### src/rtl/input_conditioner_pkg.sv
// incond_pkg: debounce FSM state encoding and default parameters for input_conditioner.
package incond_pkg;
    typedef enum logic [1:0] {
        S_LOW  = 2'd0,
        S_RISE = 2'd1,
        S_HIGH = 2'd2,
        S_FALL = 2'd3
    } state_t;
    localparam int DEF_SYNC_STAGES = 2;
    localparam int DEF_DB_CYCLES   = 4;
    localparam int DEF_CNT_W       = 4;
endpackage

### src/rtl/input_conditioner_if.sv
// input_conditioner_if: raw input and conditioned outputs of input_conditioner.
// Optional INCOND_FALL_PULSE_EN adds the X_FALL falling-edge pulse.
interface input_conditioner_if;
    logic RAW_IN;
    logic X_PULSE;
    logic X_LEVEL;
    logic BUSY;
`ifdef INCOND_FALL_PULSE_EN
    logic X_FALL;
`endif
    modport master (
        output RAW_IN,
`ifdef INCOND_FALL_PULSE_EN
        input  X_FALL,
`endif
        input  X_PULSE, X_LEVEL, BUSY
    );
    modport slave (
        input  RAW_IN,
`ifdef INCOND_FALL_PULSE_EN
        output X_FALL,
`endif
        output X_PULSE, X_LEVEL, BUSY
    );
endinterface

### src/rtl/input_conditioner_sync_chain.sv
// sync_chain: STAGES-deep synchroniser shift chain with synchronous active-low clear.
module sync_chain #(
    parameter int STAGES = 2
) (
    input  logic CLK,
    input  logic nRST,
    input  logic i_d,
    output logic o_q
);
    logic [STAGES-1:0] r_sh;
    always_ff @(posedge CLK) begin
        if (!nRST) r_sh <= '0;
        else       r_sh <= {r_sh[STAGES-2:0], i_d};
    end
    assign o_q = r_sh[STAGES-1];
endmodule

### src/rtl/input_conditioner.sv
// input_conditioner: synchronise and debounce RAW_IN into a one-cycle X_PULSE and clean X_LEVEL.
// Optional INCOND_FALL_PULSE_EN adds X_FALL, pulsing when the debounced level falls.
module input_conditioner
    import incond_pkg::*;
#(
    parameter int SYNC_STAGES = DEF_SYNC_STAGES,
    parameter int DB_CYCLES   = DEF_DB_CYCLES,
    parameter int CNT_W       = DEF_CNT_W
) (
    input logic                CLK,
    input logic                nRST,
    input_conditioner_if.slave bus
);
    state_t             r_state, w_state;
    logic [CNT_W-1:0]   r_cnt, w_cnt;
    logic               r_level, w_level;
    logic               r_pulse, w_pulse;
    logic               r_busy;
    logic               w_sync;
    logic               w_last;

    sync_chain #(.STAGES(SYNC_STAGES)) u_sync (
        .CLK  (CLK),
        .nRST (nRST),
        .i_d  (bus.RAW_IN),
        .o_q  (w_sync)
    );

    assign w_last = r_cnt == CNT_W'(DB_CYCLES - 1);

    // Counter restarts on any disagreeing sample and rests at 0 in the stable states.
    always_comb begin
        w_state = r_state;
        w_cnt   = '0;
        w_level = r_level;
        w_pulse = 1'b0;
        case (r_state)
            S_LOW: begin
                w_state = w_sync ? S_RISE : S_LOW;
                w_cnt   = w_sync ? CNT_W'(1) : '0;
            end
            S_RISE: begin
                w_state = !w_sync ? S_LOW : (w_last ? S_HIGH : S_RISE);
                w_cnt   = (w_sync && !w_last) ? r_cnt + CNT_W'(1) : '0;
                w_level = w_sync && w_last ? 1'b1 : r_level;
                w_pulse = w_sync && w_last;
            end
            S_HIGH: begin
                w_state = !w_sync ? S_FALL : S_HIGH;
                w_cnt   = !w_sync ? CNT_W'(1) : '0;
            end
            S_FALL: begin
                w_state = w_sync ? S_HIGH : (w_last ? S_LOW : S_FALL);
                w_cnt   = (!w_sync && !w_last) ? r_cnt + CNT_W'(1) : '0;
                w_level = !w_sync && w_last ? 1'b0 : r_level;
            end
            default: begin
                w_state = S_LOW;
                w_level = 1'b0;
            end
        endcase
    end

    always_ff @(posedge CLK) begin
        if (!nRST) begin
            r_state <= S_LOW;
            r_cnt   <= '0;
            r_level <= 1'b0;
            r_pulse <= 1'b0;
            r_busy  <= 1'b0;
        end else begin
            r_state <= w_state;
            r_cnt   <= w_cnt;
            r_level <= w_level;
            r_pulse <= w_pulse;
            r_busy  <= (w_state == S_RISE) || (w_state == S_FALL);
        end
    end

    assign bus.X_PULSE = r_pulse;
    assign bus.X_LEVEL = r_level;
    assign bus.BUSY    = r_busy;

`ifdef INCOND_FALL_PULSE_EN
    logic r_fall;
    always_ff @(posedge CLK) begin
        if (!nRST) r_fall <= 1'b0;
        else       r_fall <= (r_state == S_FALL) && !w_sync && w_last;
    end
    assign bus.X_FALL = r_fall;
`endif
endmodule

### src/flat_wrapper.sv
// flat-port wrapper written by rule: the top's interface ports become plain ports
module input_conditioner_flat import incond_pkg::*;
#(
    parameter int SYNC_STAGES = DEF_SYNC_STAGES,
    parameter int DB_CYCLES   = DEF_DB_CYCLES,
    parameter int CNT_W       = DEF_CNT_W
)
  (CLK, nRST, bus_RAW_IN, bus_X_PULSE, bus_X_LEVEL, bus_BUSY);
  input_conditioner_if bus_i ();
  input logic CLK;
  input logic nRST;
  input wire logic [$bits(bus_i.RAW_IN)-1:0] bus_RAW_IN;
  output wire logic [$bits(bus_i.X_PULSE)-1:0] bus_X_PULSE;
  output wire logic [$bits(bus_i.X_LEVEL)-1:0] bus_X_LEVEL;
  output wire logic [$bits(bus_i.BUSY)-1:0] bus_BUSY;
  assign bus_i.RAW_IN = bus_RAW_IN;
  assign bus_X_PULSE = bus_i.X_PULSE;
  assign bus_X_LEVEL = bus_i.X_LEVEL;
  assign bus_BUSY = bus_i.BUSY;
  input_conditioner #(.SYNC_STAGES(SYNC_STAGES), .DB_CYCLES(DB_CYCLES), .CNT_W(CNT_W)) u_core (.CLK(CLK), .nRST(nRST), .bus(bus_i));
endmodule
### config.mk
export PLATFORM = sky130hd
export DESIGN_NAME = input_conditioner_flat
export DESIGN_NICKNAME = d
export VERILOG_FILES = /design/src/rtl/input_conditioner_pkg.sv /design/src/rtl/input_conditioner_if.sv /design/src/rtl/input_conditioner_sync_chain.sv /design/src/rtl/input_conditioner.sv /design/src/flat_wrapper.sv
export SDC_FILE = /design/constraint.sdc
export NUM_CORES = 1
export LEC_CHECK = 0
export BUFFER_PORTS_ARGS = -buffer_cell sky130_fd_sc_hd__buf_2
export CORE_AREA = 3 3 40 42
export CTS_BUF_LIST = sky130_fd_sc_hd__clkbuf_4
export DETAILED_ROUTE_END_ITERATION = 12
export DIE_AREA = 0 0 43 45
export GPL_TIMING_DRIVEN = 0
export HOLD_SLACK_MARGIN = 0.05
export PLACE_DENSITY_LB_ADDON = 0.2
export SLEW_MARGIN = 20
export SYNTH_ARGS = -nofsm -noshare
export SYNTH_HDL_FRONTEND = slang
export SYNTH_SLANG_ARGS = --single-unit
### constraint.sdc
create_clock -name CLK -period 2.6 [get_ports CLK]
set_clock_uncertainty 0.2 [all_clocks]
set_input_delay 0.39 -clock CLK [delete_from_list [all_inputs] [get_ports CLK]]
set_output_delay 0.39 -clock CLK [all_outputs]
set_load 0.01 [all_outputs]
# Yosys cells after proc, flatten, opt, wreduce, memory -nomap -nowiden
# Cells that the tools add are included.
dict set report classes {
  addsub 1
  n_eq_ne 8
  muxes 15
  n_reduce_logical 11
}
# cell count
set op_table {}
lappend op_table {{$pmux 4 s4} 1}
lappend op_table {{$mux 2} 4}
lappend op_table {{$mux 4} 2}
lappend op_table {{$pmux 2 s4} 1}
lappend op_table {{$eq 2x2->1 const B} 3}
lappend op_table {{$mux 1} 6}
lappend op_table {{$add 4x1->4 const B} 1}
lappend op_table {{$eq 2x1->1 const B} 2}
lappend op_table {{$eq 4x2->1 const B} 1}
lappend op_table {{$logic_and 1x1->1} 4}
lappend op_table {{$ne 2x1->1 const B} 2}
lappend op_table {{$reduce_and 3->1} 1}
lappend op_table {{$logic_not 1->1} 2}
lappend op_table {{$logic_not 2->1} 1}
lappend op_table {{$pmux 1 s2} 1}
lappend op_table {{$reduce_and 2->1} 1}
lappend op_table {{$reduce_bool 2->1} 1}
lappend op_table {{$logic_or 1x1->1} 1}
dict set report totals {
  register_bits 11
  inputBits 3
  wordCells 41
}

# Depth between registers and ports, before layout
dict set report logic_depth {
  ltp_word 6
  depth_mapped 4
  ltp_nobuf 4
}

# Cells and area by module
# From an unflattened synthesis, not the netlist that was laid out.
dict set report hier_totals {
  hier_cells 38
  hier_area_um2 406.6
}
# mod instances cells_each area_per_inst_um2 seq_area_each_um2
set by_module_without_submodules {}
lappend by_module_without_submodules {input_conditioner 1 34 354.1 180.2}
lappend by_module_without_submodules {sync_chain 1 4 52.6 40.0}

# Worst setup path after synthesis
# OpenSTA, ideal clock, no wires.
dict set report synth_timing {
  path_kind {flip-flop to flip-flop}
  from {register u_core.r_cnt[0]}
  to {register u_core.r_level (netlist: u_core.bus.X_LEVEL)}
  arrival_ns 1.240
  setup_slack_ns 1.033
  path_stages_with_launch 5
  path_buffers 0
  path_cell_list {dfxtp_1 ha_1 and4bb_4 and4_4 or3_1}
}
dict set report synth_between {
  elab_chain_len 4
  elab_cells_between_ends 6
  classes_between {3 x eq/ne; 3 x reduce/logical}
}
# element line
set synth_lines {}
lappend synth_lines {{start: declaration} input_conditioner.sv:15} ;# logic [CNT_W-1:0] r_cnt, w_cnt;
lappend synth_lines {{start signal: assignment} input_conditioner.sv:73} ;# r_cnt <= w_cnt;
lappend synth_lines {{$eq 4x2->1 *} input_conditioner.sv:29} ;# assign w_last = r_cnt == CNT_W'(DB_CYCLES - 1);
lappend synth_lines {{$logic_and 1x1->1 (on tied branches)} {input_conditioner.sv:55, input_conditioner.sv:45}}
lappend synth_lines {{$ne 2x1->1 (no line)} --}
lappend synth_lines {{$reduce_and 3->1 (no line) *} --}
lappend synth_lines {{end signal: assignment} input_conditioner.sv:74} ;# r_level <= w_level;
lappend synth_lines {{end: declaration} input_conditioner.sv:16} ;# logic r_level, w_level;
# Every way passes the cells marked *; elsewhere a longest branch is shown, timed or not.
# A chain may end at the register's enable or synchronous reset.

# Worst setup path in the final report
# Ends and elaborated chain as after synthesis.

==> impl_results.md <==
* Worst vdd ir at 0.2541 mV
* CTS tree: yes
* Clock root cell: clkbuf_4
* R2R Setup Slk at 0.95 ns
* Hpwl dp at 513 um
* CORE AREA at 1285 sq um
* Synth unique cells at 18
* CP startpoint kind: flop
* Kind of critical path: reg -> reg
* Tot GR Track Use at 0.07262
* Drt wl/cell at 10.14 um
* Max-cap violations at 0
* Syn_area_per_cell at 10.39 sq um
* WHS Endpoint: u_core.u_sync.r_sh[0]
* RSZ-0062 raised after global routing: false
* Final Instance Area at 440.4 sq um
* Fin Setup TNS at 0 ns
* Hold Startpoint: bus_RAW_IN
* Final worst path period need at 1.650 ns
* PnR worst setup slack at 0.9502 ns
* GRT met2 Usage at 0.1228
* Nets at 50
* First-pass GRT wire length at 1000 um
* Grt met3 use at 0.02390
* Slew HR at 0.8822
* Worst Reg-to-Reg Cells at 4
* DP Worst Slack at 0.9358 ns
* Chip width at 43 um
* Synthesized instance count at 36
* Net Count, Synth at 40
* Clock transition at path regs at 0.06 ns
* PostCTS Resize Cnt at 0
* Largest net degree at the start of global routing at 9
* Die Height at 45 um
* Final setup fails at 0
* HP Class: in -> reg
* Crit-path max FO at 4
* Clock Path Buffers at 2
* Fmax at 0.6061 GHz
* Antenna violations before repair at 0
* # rows at 13
* Area of the multi-input gates at 170.2 sq um
* CTS sink cnt at 10
* Fin. max-slew vios at 0
* Register Area at 200.2 sq um
* Outcome: complete, no violations
* GRT busiest layer: met2
* Vias per cell at 4.610
* Worst Setup SP: u_core.r_cnt[0]
* Vias in the first global route at 251
* Leakage at 0.1896 nW
* Remaining Overflow, GRT at 0
* Clock Latency Late Sink at 0.25 ns
* DRC violations left at 0
* Global-route met1 utilization at 0.07524
* Register bit count reported by yosys at 10
* Ant diodes at 0
* Post-Route WL at 598 um
* Htree depth at 1
* Drt first pass iters at 2
* Reg2reg end: u_core.bus.X_LEVEL
* CTS Hold Buffers Added at 0
* Reg-to-reg startpoint: u_core.r_cnt[0]
* Critical Path Sink Type: flop
* Register area share after synthesis at 0.5351
* Critical Path RT at 2.53 ns
* Pwr per Cell Area at 589.2 nW/um^2
* Total power at 0.2595 mW
* Initial core utilization at 0.2911
* Layout cells sized above 1 at 0.2273
* P&R area growth vs syn at 17.73%
* FILL cells at 139
* I/O Buffers at 5
* Tightest Pin Transition at 0.1761 ns
* Number of DRC markers in iteration 0 at 1
* Final hold violation count at 0
* I/O pins at 6
* Num CTS Buffers at 3
* Yosys warns at 0
* Routed Antenna Nets at 0
* Via Count at 272
* Hold Slack at 0.1470 ns
* DIE AREA at 1935 sq um
* Period utilization at 0.6345
* Hold depth at 2
* Post-DP Area at 417.9 sq um
* CP arrival at 1.58 ns
* Postcts setup bufs at 0
* Post-Syn Area at 374.1 sq um
* Final GP Congestion at 0.6360
-- report_power, final --
| group | switching (mW) | internal [mW] |
|---|---|---|
| combinational | 0.00304 | 0.00293 |
| clock | 0.0433 | 0.0529 |
| sequential | 0.00175 | 0.156 |
-- cells in the final DEF, fill, tap and decap left out --
master,n
mux2i_1,1
buf_2,5
o211a_1,1
nand2b_1,2
a21oi_1,2
nor2_1,4
inv_1,1
dfxtp_1,10
nand2_1,2
and4_4,1
and4bb_4,1
or3_1,1
ha_1,1
nand3b_1,1
clkbuf_4,3
o21ai_0,1
nor2b_1,1
nand3_1,2
xor2_1,2
and2_1,2
-- worst max-delay path: stages, from the launching register on --
cell      delay (ns)
dfxtp_1         0.33
ha_1            0.24
and4bb_4        0.24
and4_4          0.19
or3_1           0.33
-- cells in the mapped netlist --
library cell,count,share of area
xor2_1,2,0.047
inv_1,1,0.010
nor2b_1,1,0.017
nand2b_1,2,0.033
and4bb_4,1,0.043
a21oi_1,2,0.027
mux2i_1,1,0.027
ha_1,1,0.033
nand3b_1,1,0.020
and2_1,2,0.033
nor2_1,4,0.040
nand3_1,2,0.027
dfxtp_1,10,0.54
o211a_1,1,0.027
o21ai_0,1,0.013
or3_1,1,0.017
and4_4,1,0.030
nand2_1,2,0.020
-- per-layer routing --
metal	wire length (um)	vias up
met2	330	5
met3	34	0
met4	0	0
li1	-	140
met5	0	-
met1	233	127
-- logic make-up after synthesis --
kind of cell	count (synthesis)	synth area share
flops	10	0.5351
simple gates	17	0.2810
mux	1	0.02676
fa+ha+maj	1	0.03344
xor+xnor	2	0.04683
compound gates	4	0.06688
buf+inv	1	0.01002
-- metrics by stage --
| step | util | cells |
|---|---|---|
| finish | 0.3427 | 59 |
| global route | 0.3427 | 59 |
| CTS | 0.3427 | 59 |
| detailed placement | 0.3252 | 56 |
| global placement | 0.3252 | 56 |
| floorplan | - | 36 |
-- how the worst max path moves through the flow --
stage,end,cells after the start
2_1_floorplan,u_core.bus.X_LEVEL,4
3_3_place_gp,u_core.bus.X_LEVEL,4
3_5_place_dp,u_core.bus.X_LEVEL,4
4_1_cts,u_core.bus.X_LEVEL,4
5_1_grt,u_core.bus.X_LEVEL,4
6_report,u_core.bus.X_LEVEL,4
-- state kept, by name (all words and copies together), names as in the netlist --
register            flops
u_core.bus.X_PULSE      1
u_core.u_sync.r_sh      2
u_core.r_cnt            4
u_core.bus.X_LEVEL      1
u_core.r_state          2
-- final cells by class --
cell class / instances / share of cell area
sequential: 10 / 0.4545
timing repair buffer: 5 / 0.05682
clock buffer: 3 / 0.05114
multi-input combinational: 25 / 0.3864
tap: 15 / 0.04261
inverter: 1 / 0.008523
No activity file was read; power rests on OpenSTA's default activity.
